### config.mk
export PLATFORM = sky130hd
export DESIGN_NAME = incr_sched_flat
export DESIGN_NICKNAME = d
export VERILOG_FILES = /design/src/rtl/incr_sched_pkg.sv /design/src/rtl/incr_sched_if.sv /design/src/rtl/incr_rr_arb.sv /design/src/rtl/incr_sched.sv /design/src/flat_wrapper.sv
export SDC_FILE = /design/constraint.sdc
export NUM_CORES = 1
export LEC_CHECK = 0
export CORE_AREA = 2 2 98 53
export CTS_CLUSTER_SIZE = 28
export DETAILED_ROUTE_END_ITERATION = 10
export DIE_AREA = 0 0 100 55
export PLACE_DENSITY = 0.49
export SLEW_MARGIN = 20
export SYNTH_ARGS = -nofsm -noshare
export SYNTH_HDL_FRONTEND = slang
export SYNTH_SLANG_ARGS = --single-unit
### constraint.sdc
create_clock -name clk_i -period 5.4 [get_ports clk_i]
set_clock_uncertainty 0.1 [all_clocks]
set_input_delay 1.08 -clock clk_i [delete_from_list [all_inputs] [get_ports clk_i]]
set_output_delay 1.08 -clock clk_i [all_outputs]
set_load 0.02 [all_outputs]
### src/rtl/incr_sched_pkg.sv
// incr_sched shared types: sequencer state and default sizing.
// Optional perf counter build: define INCR_SCHED_PERF_EN.
package incr_pkg;

  localparam int NUM_REQ_D = 4;
  localparam int DATA_W_D  = 4;
  localparam int PERF_W    = 16;

  typedef enum logic [1:0] {
    IDLE = 2'd0,
    EXEC = 2'd1,
    RESP = 2'd2
  } state_e;

endpackage

### src/rtl/incr_sched_if.sv
// Request/response bundle between clients and the shared incrementer.
// master = client side, slave = incr_sched side.
interface incr_sched_if
  import incr_pkg::*;
#(
  parameter int NUM_REQ = NUM_REQ_D,
  parameter int DATA_W  = DATA_W_D
);
  localparam int ID_W = $clog2(NUM_REQ);

  logic [NUM_REQ-1:0]        req_valid_i;
  logic [NUM_REQ*DATA_W-1:0] req_data_i;
  logic [NUM_REQ-1:0]        req_ready_o;
  logic                      rsp_valid_o;
  logic                      rsp_ready_i;
  logic [ID_W-1:0]           rsp_id_o;
  logic [DATA_W-1:0]         rsp_data_o;

  modport master (
    output req_valid_i, req_data_i, rsp_ready_i,
    input  req_ready_o, rsp_valid_o, rsp_id_o, rsp_data_o
  );

  modport slave (
    input  req_valid_i, req_data_i, rsp_ready_i,
    output req_ready_o, rsp_valid_o, rsp_id_o, rsp_data_o
  );

endinterface

### src/rtl/incr_rr_arb.sv
// Combinational round-robin arbiter: searches from ptr+1 upward
// with wrap, returns one-hot grant and encoded winner.
module incr_rr_arb #(
  parameter int NUM_REQ = 4,
  parameter int ID_W    = $clog2(NUM_REQ)
) (
  input  logic [NUM_REQ-1:0] req,
  input  logic [ID_W-1:0]    ptr,
  output logic [NUM_REQ-1:0] gnt,
  output logic [ID_W-1:0]    idx
);

  int              c;
  logic [ID_W-1:0] ci;
  logic            found;

  always_comb begin
    gnt   = '0;
    idx   = '0;
    found = 1'b0;
    c     = 0;
    ci    = '0;
    for (int i = 1; i <= NUM_REQ; i++) begin
      c  = (int'(ptr) + i) % NUM_REQ;
      ci = ID_W'(c);
      if (!found && req[ci]) begin
        found   = 1'b1;
        gnt[ci] = 1'b1;
        idx     = ci;
      end
    end
  end

endmodule

### src/rtl/incr_sched.sv
// Round-robin shared 4-bit incrementer: IDLE grant, EXEC, RESP.
// Define INCR_SCHED_PERF_EN to add the response-handshake counter.
module incr_sched
  import incr_pkg::*;
#(
  parameter int NUM_REQ = NUM_REQ_D,
  parameter int DATA_W  = DATA_W_D,
  localparam int ID_W   = $clog2(NUM_REQ)
) (
  input  logic         clk_i,
  input  logic         rst_ni,
  incr_sched_if.slave  bus,
  output logic         busy_o
`ifdef INCR_SCHED_PERF_EN
  ,
  input  logic              perf_clr_i,
  output logic [PERF_W-1:0] perf_cnt_o
`endif
);

  state_e state_q, state_d;

  logic [ID_W-1:0]    ptr_q;
  logic [ID_W-1:0]    id_q;
  logic [DATA_W-1:0]  op_q;
  logic               rsp_valid_q;
  logic [ID_W-1:0]    rsp_id_q;
  logic [DATA_W-1:0]  rsp_data_q;

  logic [NUM_REQ-1:0] gnt;
  logic [ID_W-1:0]    win;
  logic               any_req;
  logic               accept;
  logic               load_rsp;
  logic               rsp_hs;

  assign any_req = |bus.req_valid_i;

  incr_rr_arb #(
    .NUM_REQ (NUM_REQ),
    .ID_W    (ID_W)
  ) u_arb (
    .req (bus.req_valid_i),
    .ptr (ptr_q),
    .gnt (gnt),
    .idx (win)
  );

  always_ff @(posedge clk_i or negedge rst_ni) begin
    if (!rst_ni) state_q <= IDLE;
    else         state_q <= state_d;
  end

  always_comb begin
    state_d = state_q;
    unique case (state_q)
      IDLE:    if (any_req) state_d = EXEC;
      EXEC:    state_d = RESP;
      RESP:    if (bus.rsp_ready_i) state_d = IDLE;
      default: state_d = IDLE;
    endcase
  end

  always_comb begin
    bus.req_ready_o = '0;
    busy_o          = 1'b1;
    accept          = 1'b0;
    load_rsp        = 1'b0;
    rsp_hs          = 1'b0;
    unique case (state_q)
      IDLE: begin
        bus.req_ready_o = gnt;
        busy_o          = 1'b0;
        accept          = any_req;
      end
      EXEC:    load_rsp = 1'b1;
      RESP:    rsp_hs   = bus.rsp_ready_i;
      default: busy_o   = 1'b1;
    endcase
  end

  // Result id/data only move in EXEC so they hold while idle.
  always_ff @(posedge clk_i or negedge rst_ni) begin
    if (!rst_ni) begin
      ptr_q       <= ID_W'(NUM_REQ - 1);
      id_q        <= '0;
      op_q        <= '0;
      rsp_valid_q <= 1'b0;
      rsp_id_q    <= '0;
      rsp_data_q  <= '0;
    end else begin
      if (accept) begin
        op_q  <= bus.req_data_i[win*DATA_W +: DATA_W];
        id_q  <= win;
        ptr_q <= win;
      end
      if (load_rsp) begin
        rsp_data_q  <= op_q + DATA_W'(1);
        rsp_id_q    <= id_q;
        rsp_valid_q <= 1'b1;
      end else if (rsp_hs) begin
        rsp_valid_q <= 1'b0;
      end
    end
  end

  assign bus.rsp_valid_o = rsp_valid_q;
  assign bus.rsp_id_o    = rsp_id_q;
  assign bus.rsp_data_o  = rsp_data_q;

`ifdef INCR_SCHED_PERF_EN
  logic [PERF_W-1:0] perf_q;

  always_ff @(posedge clk_i or negedge rst_ni) begin
    if (!rst_ni)                    perf_q <= '0;
    else if (perf_clr_i)            perf_q <= '0;
    else if (rsp_hs && perf_q != '1) perf_q <= perf_q + PERF_W'(1);
  end

  assign perf_cnt_o = perf_q;
`endif

endmodule

### src/flat_wrapper.sv
// flat-port wrapper written by rule: the top's interface ports become plain ports
module incr_sched_flat import incr_pkg::*;
#(
  parameter int NUM_REQ = NUM_REQ_D,
  parameter int DATA_W  = DATA_W_D,
  localparam int ID_W   = $clog2(NUM_REQ)
)
  (clk_i, rst_ni, busy_o, bus_req_valid_i, bus_req_data_i, bus_rsp_ready_i, bus_req_ready_o, bus_rsp_valid_o, bus_rsp_id_o, bus_rsp_data_o);
  incr_sched_if #(.NUM_REQ(NUM_REQ), .DATA_W(DATA_W)) bus_i ();
  input  logic clk_i;
  input  logic rst_ni;
  output logic busy_o;
  input wire logic [$bits(bus_i.req_valid_i)-1:0] bus_req_valid_i;
  input wire logic [$bits(bus_i.req_data_i)-1:0] bus_req_data_i;
  input wire logic [$bits(bus_i.rsp_ready_i)-1:0] bus_rsp_ready_i;
  output wire logic [$bits(bus_i.req_ready_o)-1:0] bus_req_ready_o;
  output wire logic [$bits(bus_i.rsp_valid_o)-1:0] bus_rsp_valid_o;
  output wire logic [$bits(bus_i.rsp_id_o)-1:0] bus_rsp_id_o;
  output wire logic [$bits(bus_i.rsp_data_o)-1:0] bus_rsp_data_o;
  assign bus_i.req_valid_i = bus_req_valid_i;
  assign bus_i.req_data_i = bus_req_data_i;
  assign bus_i.rsp_ready_i = bus_rsp_ready_i;
  assign bus_req_ready_o = bus_i.req_ready_o;
  assign bus_rsp_valid_o = bus_i.rsp_valid_o;
  assign bus_rsp_id_o = bus_i.rsp_id_o;
  assign bus_rsp_data_o = bus_i.rsp_data_o;
  incr_sched #(.NUM_REQ(NUM_REQ), .DATA_W(DATA_W)) u_core (.clk_i(clk_i), .rst_ni(rst_ni), .bus(bus_i), .busy_o(busy_o));
endmodule
* Yosys cells after proc, flatten, opt, wreduce, memory -nomap -nowiden
Cells that the tools add are included.
** Cells by class
- $lt $le $gt $ge :: 8
- Reduce and logical (&&, ||, !) cells :: 14
- Shift operators :: 1
- Bitwise logic cells :: 3
- Muxes and demuxes :: 37
- Add/sub/neg operators :: 5
- Equality and inequality tests :: 4
** Operators by type and width (number)
- $mux W4 :: 5
- $mux W1 :: 17
- $shiftx A16 B5 Y4 :: 1
- $lt A2 B3 Y1 const B :: 4
- $mux W2 :: 6
- $or A4 B4 Y4 :: 3
- $bmux W1 S2 :: 4
- $demux W1 S2 :: 4
- $ge A2 B1 Y1 const B :: 4
- $logic_and A1 B1 Y1 :: 7
- $pmux W2 S3 :: 1
- $add A2 B1 Y2 const B :: 2
- $add A2 B2 Y2 const B :: 2
- $add A4 B1 Y4 const B :: 1
- $reduce_or A4 Y1 :: 1
- $logic_not A1 Y1 :: 3
- $eq A2 B1 Y1 const B :: 1
- $eq A2 B2 Y1 const B :: 1
- $logic_not A2 Y1 :: 1
- $ne A2 B1 Y1 const B :: 1
- $ne A2 B2 Y1 const B :: 1
- $reduce_and A2 Y1 :: 1
- $reduce_bool A2 Y1 :: 1
** Word-level totals
- Input port bits :: 23
- Register bits after elaboration :: 17
- Output and inout bits :: 12
- Word-level logic and storage cells :: 79

* Depth between registers and ports, before layout
Gate-level depths: netlist of the first run.
- Word-level depth :: 14
- Depth in mapped cells :: 9
- Gate-level depth less buffers :: 8

* Modules after synthesis
Synthesis of the first run repeated with hierarchy kept, for this count alone.
** Second synthesis, totals
- Cells, all modules :: 128
- Area total of the unflattened synthesis :: 1376.3 um2
** By module, submodules not included
- incr_sched :: area an instance 830.8 um2, cells an instance 60, instances 1
- incr_rr_arb :: area an instance 545.5 um2, cells an instance 68, instances 1

* Worst setup path after synthesis of the first run
Ideal clock, no wire load.
- Path type :: reg-to-output
- Start point :: register u_core.ptr_q[0]
- End point :: output bus_req_ready_o[0]
- Buffers on the path :: 1
- Stages on the path, launching flop included :: 10
- Slack :: 1.662 ns
- Data required time :: 4.220 ns
- Arrival time :: 2.558 ns
- Cells stage by stage :: dfstp_2 > buf_6 > clkinv_1 > ha_1 > mux4_2 > nor2b_4 > a22oi_1 > nor2_1 > a221oi_1 > nor2_1
** Between the ends
- Cells in the longest elaborated chain, start to end :: 14
- Elaborated cells on any way between the ends :: 49
** Ends and longest elaborated chain
- start: declaration :: RTL line incr_sched.sv:23 : logic [ID_W-1:0] ptr_q;
- start signal: assignment :: RTL line incr_sched.sv:85 : ptr_q <= ID_W'(NUM_REQ - 1);
- start signal: assignment :: RTL line incr_sched.sv:95 : ptr_q <= win;
- branches (longest 12 deep; another with $lt A2 B3 Y1)
- $mux W4 (*) :: RTL line incr_rr_arb.sv:26 : if (!found && req[ci]) begin
- $mux W4 (*) :: RTL line incr_sched.sv:70 : unique case (state_q)
- end: declaration :: RTL line flat_wrapper.sv:16 : output wire logic [$bits(bus_i.req_ready_o)-1:0] bus_req_ready_o;
Every way passes the cells marked *. The select of a mux whose other input is x is not followed.

* Worst setup path in the final report of the first run
- Start point :: input bus_req_valid_i[1]
- End point :: output bus_req_ready_o[0]
** Between the ends
- Cells in the longest elaborated chain, start to end :: 13
- Elaborated cells on any way between the ends :: 25
** Ends and longest elaborated chain
- start: declaration :: RTL line flat_wrapper.sv:13 : input wire logic [$bits(bus_i.req_valid_i)-1:0] bus_req_valid_i;
- $bmux W1 S2 :: RTL line incr_rr_arb.sv:26
- $mux W1 (not written as such) :: RTL line incr_rr_arb.sv:26
- $mux W1 :: RTL line incr_rr_arb.sv:26
- $logic_not A1 Y1 :: RTL line incr_rr_arb.sv:26
- $logic_and A1 B1 Y1 :: RTL line incr_rr_arb.sv:26
- $mux W1 :: RTL line incr_rr_arb.sv:26
- $logic_not A1 Y1 :: RTL line incr_rr_arb.sv:26
- $logic_and A1 B1 Y1 :: RTL line incr_rr_arb.sv:26
- $mux W1 :: RTL line incr_rr_arb.sv:26
- $logic_not A1 Y1 :: RTL line incr_rr_arb.sv:26
- $logic_and A1 B1 Y1 :: RTL line incr_rr_arb.sv:26
- $mux W4 (*) :: RTL line incr_rr_arb.sv:26
- $mux W4 (*) :: RTL line incr_sched.sv:70
Every way passes the cells marked *; elsewhere a longest branch is shown, timed or not. The select of a mux whose other input is x is not followed.

==> summary.md, run 1 <==
| Metric | Value |
|---|---|
| Status | `finished clean` |
| Pins Over Slew Limit | `0` |
| DR WL/cell | `13.69 um` |
| Hold Crit Start | `u_core.id_q[1]` |
| Power density cells | `647.4 nW/um^2` |
| Finished Layout Cells | `236` |
| Crit path max-delay family | `buffers and inverters` |
| RSZ-0062 raised after global routing | `no` |
| Placed Area | `1737 um^2` |
| Worst reg-to-reg path cell count | `8` |
| Die Wd | `100 um` |
| Finished Cell Area | `1782 um^2` |
| Hold WC Path Type | `flip-flop to flip-flop` |
| Remaining Overflow, GRT | `0` |
| Antenna violations before repair | `0` |
| YS warnings | `0` |
| Largest net degree at the start of global routing | `23` |
| Max Cap Viol | `0` |
| H-tree Lvls | `1` |
| Compound-Gate Fraction of Synth Area | `19.78%` |
| Dpl hpwl | `2.658 mm` |
| Area leader, netlist | `dfrtp_1` |
| Gpl congestion | `0.7922` |
| Setup WS pre-CTS | `0.7247 ns` |
| Critical Path RT | `4.22 ns` |
| Final ANT Viol Nets | `0` |
| Slew HR | `49.32%` |
| Adder-Cell Fraction of Synth Area | `8.396%` |
| Routing usage on met2 | `18.36%` |
| Quantity of I/O buffers inserted on ports | `34` |
| Final setup viols | `0` |
| Crit path cell chain | `clkdlybuf4s50_1 > mux4_2 > nor2b_4 > a22oi_1 > nor2_1 > a221oi_1 > nor2_1 > clkdlybuf4s50_1` |
| Worst path buffer plus inverter count | `2` |
| Critical Path Source Type | `primary input` |
| Max VDD drop | `162.1 uV` |
| Clock Sinks | `17` |
| Critical path arrival | `3.49 ns` |
| First-pass GRT wire length | `5.188 mm` |
| Mux share of post-synthesis cell area | `12.87%` |
| CORE AREA | `4684 um^2` |
| Main flop type after synthesis | `dfrtp_1` |
| Hold_buf cts | `0` |
| Synth top area share | `27.99%` |
| #FFs+latches synth | `17` |
| Max Fclk | `214.1 MHz` |
| CP peak stage delay | `0.64 ns` |
| Hold-critical path depth | `2` |
| Worst-case hold path end point | `u_core.id_q[1]` |
| Dominant cells by area after synthesis | `dfrtp_1, ha_1, nor2_1, mux2i_1, o21ai_0` |
| Post-Syn Instances | `143` |
| Met1 usage | `18.35%` |
| Die outline height | `55 um` |
| FF-to-FF Start | `u_core.ptr_q[1]` |
| Post-synth top cells | `nor2_1, dfrtp_1, nand2_1, o21ai_0, ha_1` |
| GR peak layer | `met2` |
| WS Path Type | `primary input to primary output` |
| Number of global-route vias before repair | `1107` |
| Reg2Reg Setup Slack | `2.60 ns` |
| Initial cell density of the core | `28.63%` |
| Syn Area/Cell | `9.380 um^2` |
| Design Power | `1.153 mW` |
| XOR/XNOR share of the synthesized area | `4.011%` |
| WL final | `3.230 mm` |
| Met3 Resource Use GR | `2.764%` |
| Post-Syn Area | `1341 um^2` |
| Clk root buf | `clkbuf_8` |
| Pre-Repair DR Iteration Count | `4` |
| Layout cells sized above 1 | `11.36%` |
| Simple-gate share of the synthesized area | `19.03%` |
| R2r endpoint | `u_core.op_q[1]` |
| Postcts setup bufs | `0` |
| Number of unique standard cell types used by synthesis | `36` |
| I/O pins | `35` |
| Via count | `1162` |
| Setup TNS | `0 ns` |
| Clk buf depth | `2` |
| Area growth from synthesis to layout | `32.84%` |
| Slowest-stage cell, CP | `mux4_2` |
| Final #Nets | `209` |
| Later-pin clock latency in the skew report | `0.24 ns` |
| CP Max Fanout | `10` |
| Cts repair resizes | `0` |
| Setup ws final | `0.7299 ns` |
| Post-synth EDFFs | `0` |
| Setup crit end kind | `primary output` |
| Period utilization | `86.48%` |
| Largest family of logic cells by synthesized area | `compound AO/OA/AOI/OAI gates` |
| Slew @ Worst Pin | `0.7578 ns` |
| Sequential share of the synthesized area | `31.90%` |
| Inserted Diodes | `0` |
| Total CTS buffers | `3` |
| Violation count after the first detailed-route iteration | `40` |
| Final hold vios | `0` |
| CTS clk-pin slew, worst paths | `0.06 ns` |
| CTS tree | `yes` |
| FFs w/ async S/R, synth | `100.0%` |
| GRT Total Usage | `12.15%` |
| Residual DRC | `0` |
| Pleak | `0.7077 nW` |
| Die area | `5500 um^2` |
| Minimum clock period | `4.670 ns` |
| Row count | `18` |
| Top-count cell post-synth | `nor2_1` |
| Post-Place Cells | `232` |
| Syn Nets | `175` |
| Vias per cell | `4.924` |
-- metal layers --
layer / vias to the layer above / routed length, um / part of all wire [%]
li1: 584 / - / -
met1: 545 / 1776 / 55
met3: 0 / 131 / 4.1
met5: - / 0 / 0
met2: 33 / 1323 / 41
met4: 0 / 0 / 0
-- worst max-delay path by stage --
stage	from	endpoint	cells past startpoint
after floorplan	u_core.ptr_q[0]	bus_req_ready_o[0]	9
after global placement	bus_req_valid_i[1]	bus_req_ready_o[3]	8
after detailed placement	bus_req_valid_i[1]	bus_req_ready_o[0]	8
after CTS	bus_req_valid_i[1]	bus_req_ready_o[0]	8
after global routing	bus_req_valid_i[1]	bus_req_ready_o[0]	8
final	bus_req_valid_i[1]	bus_req_ready_o[0]	8
-- stage by stage --
step	utilization (%)	hold WS (ns)
2_1_floorplan	-	0.3431
3_3_place_gp	37.07	0.3694
3_5_place_dp	37.07	0.3699
4_1_cts	38.03	0.3842
5_1_grt	38.03	0.4064
6_report	38.03	0.3810
-- registers in the layout, summed over array words and instances, names as in the netlist --
signal                  flops
u_core.bus.rsp_id_o         2
u_core.bus.rsp_data_o       4
u_core.op_q                 4
u_core.id_q                 2
u_core.state_q              2
u_core.ptr_q                2
u_core.bus.rsp_valid_o      1
-- power breakdown --
part	internal, mW	switching (mW)	total [mW]	leakage [nW]
sequential	0.201	0.0506	0.252	0.203
clock	0.0522	0.0391	0.0913	0.0228
combinational	0.375	0.435	0.810	0.482
total	0.629	0.525	1.15	0.708
-- layout make-up --
type / count / area, um^2
Sequential cell: 17 / 427.9
Tap cell: 60 / 75.07
Inverter: 5 / 18.77
Timing Repair Buffer: 36 / 355.3
Fill cell: 479 / 2903
Clock buffer: 4 / 45.04
Multi-Input combinational cell: 114 / 859.6
-- logic make-up (layout without fill, tap and decap cells) --
family / count (synthesis) / count (layout)
AND/OR/NAND/NOR: 53 / 53
adder cells (fa/ha/maj): 9 / 9
XOR/XNOR: 4 / 4
buffers and inverters: 12 / 45
multiplexers: 13 / 13
flip-flops: 17 / 17
AO/OA/AOI/OAI: 35 / 35
-- worst register-to-register path, cell delays in order (launching register included) --
cell,delay [ns]
dfstp_2,0.65
inv_1,0.18
ha_1,0.42
mux4_2,0.38
a31oi_4,0.19
o21bai_4,0.11
xnor2_4,0.28
mux2i_1,0.25
o211ai_1,0.11
-- layout by cell type (no fill, tap or decap), types with 5 or more instances in the layout --
cell	Yosys	layout
clkdlybuf4s50_1	0	34
nand2_1	14	14
mux2i_1	6	6
o21ai_0	11	11
a221oi_1	5	5
ha_1	9	9
nor2_1	18	18
dfrtp_1	15	15
nor3_1	6	6
Note: power is estimated with default switching activity, not from simulation.
==> run 2: changes to the inputs <==
--- a/config.mk
+++ b/config.mk
@@ -9,7 +9,6 @@
 export CTS_CLUSTER_SIZE = 28
 export DETAILED_ROUTE_END_ITERATION = 10
 export DIE_AREA = 0 0 100 55
-export PLACE_DENSITY = 0.49
 export SLEW_MARGIN = 20
 export SYNTH_ARGS = -nofsm -noshare
 export SYNTH_HDL_FRONTEND = slang
==> run 2 against run 1 <==
Compared with the run above: combinational power down 5.2%; count of clock-buffer cells in the layout down 1; clock power up 2%; register-to-register slack worse by 0.18 ns; sequential cell count unchanged; die area unchanged; utilization down 0.13 points; critical path type unchanged.
==> summary.md, run 2 (synthesized netlist as in run 1, its figures left out) <==
| Metric | Value |
|---|---|
| Finished Layout Cells | `235` |
| Most frequent cells in the layout | `clkdlybuf4s50_1, nor2_1, dfrtp_1, nand2_1, o21ai_0` |
| Max Cap Viol | `0` |
| Hold_buf cts | `0` |
| Reg area | `427.9 um^2` |
| Final core utilization | `37.90%` |
| Max Fclk | `213.5 MHz` |
| Setup TNS | `0 ns` |
| Slowest-stage cell, CP | `mux4_2` |
| Largest net degree at the start of global routing | `24` |
| Die area | `5500 um^2` |
| Worst reg-to-reg path cell count | `8` |
| Area growth from synthesis to layout | `32.37%` |
| Die Wd | `100 um` |
| Pre-Repair DR Iteration Count | `4` |
| Violation count after the first detailed-route iteration | `68` |
| Max VDD drop | `281.8 uV` |
| Slew HR | `50.47%` |
| Critical path arrival | `3.50 ns` |
| Gpl congestion | `0.7826` |
| DR WL/cell | `13.06 um` |
| Via count | `1149` |
| First-pass GRT wire length | `5.057 mm` |
| Met3 Resource Use GR | `3.392%` |
| Minimum clock period | `4.685 ns` |
| Crit path cell chain | `clkdlybuf4s50_1 > mux4_2 > nor2b_4 > a22oi_1 > nor2_1 > a221oi_1 > nor2_1 > clkdlybuf4s50_1` |
| Later-pin clock latency in the skew report | `0.25 ns` |
| Met1 usage | `18.71%` |
| Period utilization | `86.76%` |
| Critical Path RT | `4.22 ns` |
| Die outline height | `55 um` |
| Final #Nets | `208` |
| Quantity of I/O buffers inserted on ports | `34` |
| Pins Over Slew Limit | `0` |
| Final setup viols | `0` |
| Hold WC Path Type | `flip-flop to flip-flop` |
| Dpl hpwl | `2.468 mm` |
| Final hold vios | `0` |
| H-tree Lvls | `1` |
| Status | `finished clean` |
| WL final | `3.068 mm` |
| GRT Total Usage | `12.17%` |
| Slew @ Worst Pin | `0.7407 ns` |
| CORE AREA | `4684 um^2` |
| Total CTS buffers | `3` |
| CTS clk-pin slew, worst paths | `0.06 ns` |
| Inserted Diodes | `0` |
| Routing usage on met2 | `16.44%` |
| Initial cell density of the core | `28.63%` |
| Pleak | `0.7057 nW` |
| CP peak stage delay | `0.65 ns` |
| Layout cells sized above 1 | `11.43%` |
| Commonest non-fill, non-tap cell in the layout | `clkdlybuf4s50_1` |
| Clock Sinks | `17` |
| Vias per cell | `4.889` |
| CTS tree | `yes` |
| Row count | `18` |
| Number of global-route vias before repair | `1048` |
| Residual DRC | `0` |
| CP Max Fanout | `10` |
| GR peak layer | `met1` |
| Reg2Reg Setup Slack | `2.42 ns` |
| Cts repair resizes | `0` |
| Critical Path Source Type | `primary input` |
| Fillers | `472` |
| Antenna violations before repair | `0` |
| Hold-critical path depth | `2` |
| Setup crit end kind | `primary output` |
| Remaining Overflow, GRT | `0` |
| Postcts setup bufs | `0` |
| WS Path Type | `primary input to primary output` |
| Post-Place Cells | `231` |
| Multi-input gate area | `859.6 um^2` |
| Final ANT Viol Nets | `0` |
| Worst hold margin | `0.3835 ns` |
| Power density cells | `643.4 nW/um^2` |
| I/O pins | `35` |
| RSZ-0062 raised after global routing | `no` |
| Clk root buf | `clkbuf_8` |
| Clk buf depth | `2` |
-- run 2: changes by cell type in the layout (fill, tap and decap cells not counted), sizes merged --
cell and delta:
clkinv +1, buf -1, clkbuf -1
-- run 2: final timing paths --
| path | start | end |
|---|---|---|
| setup / recovery | bus_req_valid_i[1] | bus_req_ready_o[0] |
| hold / removal | u_core.bus.rsp_data_o[0] | u_core.bus.rsp_data_o[0] |
| setup reg to reg | u_core.ptr_q[0] | u_core.op_q[3] |
| hold reg to reg | u_core.bus.rsp_data_o[0] | u_core.bus.rsp_data_o[0] |
| max in group asynchronous | rst_ni | u_core.op_q[1] |
| min in group asynchronous | rst_ni | u_core.bus.rsp_id_o[1] |
-- run 2: critical path, delay by kind of cell --
kind | cells | cell delay (ns)
buffers and inverters | 2 | 1.16
multiplexers | 1 | 0.65
AND/OR/NAND/NOR | 3 | 0.44
AO/OA/AOI/OAI | 2 | 0.17
-- run 2: per-layer routing --
layer / wire (um) / vias to the layer above
met2: 1113 / 39
li1: - / 585
met1: 1768 / 522
met3: 175 / 3
met4: 10 / 0
met5: 0 / -
-- run 2: power by group --
| group | internal [mW] | total [mW] | leakage, nW | switching [mW] |
|---|---|---|---|---|
| combinational | 0.369 | 0.768 | 0.478 | 0.399 |
| clock | 0.0512 | 0.0930 | 0.0255 | 0.0419 |
| sequential | 0.202 | 0.282 | 0.203 | 0.0792 |
| total | 0.623 | 1.14 | 0.706 | 0.520 |
-- run 2: through the flow --
step | worst slack [ns] | power, mW | cell area, um^2
finish | 0.7151 | 1.142 | 1775
global route | 0.4965 | 1.247 | 1775
detailed placement | 0.7330 | 1.056 | 1729
global placement | 0.7299 | 1.049 | 1729
floorplan | 1.662 | 0.8424 | 1341
CTS | 0.7335 | 1.151 | 1775
-- run 2: final cells by class --
cell class                 instances  area share [%]
inverter                           5           1.057
tap                               60           4.228
sequential                        17           24.10
timing repair buffer              35           19.59
clock inverter                     1          0.2819
clock buffer                       3           2.326
multi-input combinational        114           48.41
==> run 3: changes to the inputs <==
--- a/config.mk
+++ b/config.mk
@@ -5,10 +5,11 @@
 export SDC_FILE = /design/constraint.sdc
 export NUM_CORES = 1
 export LEC_CHECK = 0
-export CORE_AREA = 2 2 98 53
+export CORE_AREA = 2 2 54 56
 export CTS_CLUSTER_SIZE = 28
 export DETAILED_ROUTE_END_ITERATION = 10
-export DIE_AREA = 0 0 100 55
+export DIE_AREA = 0 0 56 58
+export PLACE_DENSITY = 0.83
 export SLEW_MARGIN = 20
 export SYNTH_ARGS = -nofsm -noshare
 export SYNTH_HDL_FRONTEND = slang
==> run 3 against run 2 <==
Compared with the run above: via count increased by 2.0%; count of clock-buffer cells in the layout rose by 1; routed wire length down 6.2%; total power fell by 2.9%; hold slack worse by 0.0039 ns; clock power down 28%; largest power group unchanged.
==> summary.md, run 3 (synthesized netlist as in run 1, its figures left out) <==
| Metric | Value |
|---|---|
| R2r endpoint | `u_core.op_q[3]` |
| Critical Path Source Type | `primary input` |
| Total CTS buffers | `3` |
| Max Fclk | `211.0 MHz` |
| Final #Nets | `208` |
| Pins Over Slew Limit | `0` |
| Later-pin clock latency in the skew report | `0.28 ns` |
| Setup crit end kind | `primary output` |
| Clk buf depth | `2` |
| Critical path arrival | `3.56 ns` |
| Final hold vios | `0` |
| Die outline height | `58 um` |
| Post-Place Cells | `202` |
| Hold Crit Start | `u_core.id_q[1]` |
| Worst-case hold path end point | `u_core.id_q[1]` |
| H-tree Lvls | `1` |
| Finished Layout Cells | `206` |
| Hold WC Path Type | `flip-flop to flip-flop` |
| Commonest non-fill, non-tap cell in the layout | `clkdlybuf4s50_1` |
| Cts repair resizes | `0` |
| Max VDD drop | `406.3 uV` |
| Final setup viols | `0` |
| Critical Path RT | `4.22 ns` |
| Setup TNS | `0 ns` |
| Clk root buf | `clkbuf_4` |
| Violation count after the first detailed-route iteration | `34` |
| Reg2Reg Setup Slack | `2.49 ns` |
| Via count | `1172` |
| Dpl hpwl | `2.263 mm` |
| CTS tree | `yes` |
| Die area | `3248 um^2` |
| WS Path Type | `primary input to primary output` |
| Hold-critical path depth | `2` |
| Vias per cell | `5.689` |
| Die Wd | `56 um` |
| Worst reg-to-reg path cell count | `8` |
| Minimum clock period | `4.740 ns` |
| Power density cells | `645.2 nW/um^2` |
| Finished Cell Area | `1719 um^2` |
| Inserted Diodes | `0` |
| I/O pins | `35` |
| Remaining Overflow, GRT | `0` |
| Row count | `19` |
| Slew HR | `50.89%` |
| Postcts setup bufs | `0` |
| CTS clk-pin slew, worst paths | `0.09 ns` |
| Slew @ Worst Pin | `0.7344 ns` |
| Number of global-route vias before repair | `1075` |
| Most frequent cells in the layout | `clkdlybuf4s50_1, nor2_1, dfrtp_1, nand2_1, o21ai_0` |
| Pleak | `0.6952 nW` |
| Hold_buf cts | `0` |
| CORE AREA | `2663 um^2` |
| Clock Sinks | `17` |
| CP Max Fanout | `10` |
| Pre-Repair DR Iteration Count | `4` |
| Residual DRC | `0` |
| Largest net degree at the start of global routing | `24` |
| Max Cap Viol | `0` |
| GRT Total Usage | `17.89%` |
| RSZ-0062 raised after global routing | `no` |
| Status | `finished clean` |
| Quantity of I/O buffers inserted on ports | `34` |
| DR WL/cell | `13.97 um` |
| Initial cell density of the core | `50.38%` |
| First-pass GRT wire length | `4.664 mm` |
| Layout cells sized above 1 | `10.86%` |
| Area growth from synthesis to layout | `28.17%` |
| FF-to-FF Start | `u_core.ptr_q[0]` |
| Final ANT Viol Nets | `0` |
| Design Power | `1.109 mW` |
| Antenna violations before repair | `0` |
| Period utilization | `87.79%` |
| Placed Area | `1693 um^2` |
| Gpl congestion | `0.7816` |
| WL final | `2.878 mm` |
## run 3: routing by layer
layer  track usage [%]  part of all wire [%]  up-vias
li1                  -                     -      586
met1             23.22                    45      559
met2             31.93                    51       25
met3             1.786                   3.9        2
met4             5.102                  0.42        0
met5                 0                     0        -
## run 3: cell type report
| cell class | instances | area [um^2] |
|---|---|---|
| Tap cell | 31 | 38.79 |
| Inverter | 5 | 18.77 |
| Timing Repair Buffer | 35 | 347.8 |
| Clock buffer | 4 | 26.28 |
| Sequential cell | 17 | 427.9 |
| Fill cell | 220 | 943.4 |
| Multi-Input combinational cell | 114 | 859.6 |
## run 3: metrics by stage
| step | setup slack, ns | utilization [%] | hold WS (ns) |
|---|---|---|---|
| 6_report | 0.6596 | 64.57 | 0.3796 |
| 5_1_grt | 0.5053 | 64.57 | 0.4225 |
| 4_1_cts | 0.6795 | 64.57 | 0.3822 |
| 3_5_place_dp | 0.6748 | 63.58 | 0.3599 |
| 3_3_place_gp | 0.8429 | 63.58 | 0.3578 |
| 2_1_floorplan | 1.662 | - | 0.3431 |
## run 3: worst max-delay path by stage
stage,from,endpoint,slack [ns],cells past startpoint
floorplan,u_core.ptr_q[0],bus_req_ready_o[0],1.66,9
global placement,bus_req_valid_i[1],bus_req_ready_o[1],0.84,8
detailed placement,bus_req_valid_i[1],bus_req_ready_o[2],0.67,8
CTS,bus_req_valid_i[1],bus_req_ready_o[2],0.68,8
global route,bus_req_valid_i[1],bus_req_ready_o[2],0.51,8
finish,bus_req_valid_i[1],bus_req_ready_o[2],0.66,8
## run 3: power by group
| part | leakage [nW] | internal [mW] | switching (mW) |
|---|---|---|---|
| clock network | 0.0150 | 0.0287 | 0.0383 |
| logic | 0.478 | 0.369 | 0.393 |
| registers | 0.203 | 0.202 | 0.0785 |
## run 3: worst max-delay path: stages
cell and delay (ns):
clkdlybuf4s50_1 0.55, mux4_2 0.64, nor2b_4 0.22, a22oi_1 0.10, nor2_1 0.12, a221oi_1 0.07, nor2_1 0.14, clkdlybuf4s50_1 0.62
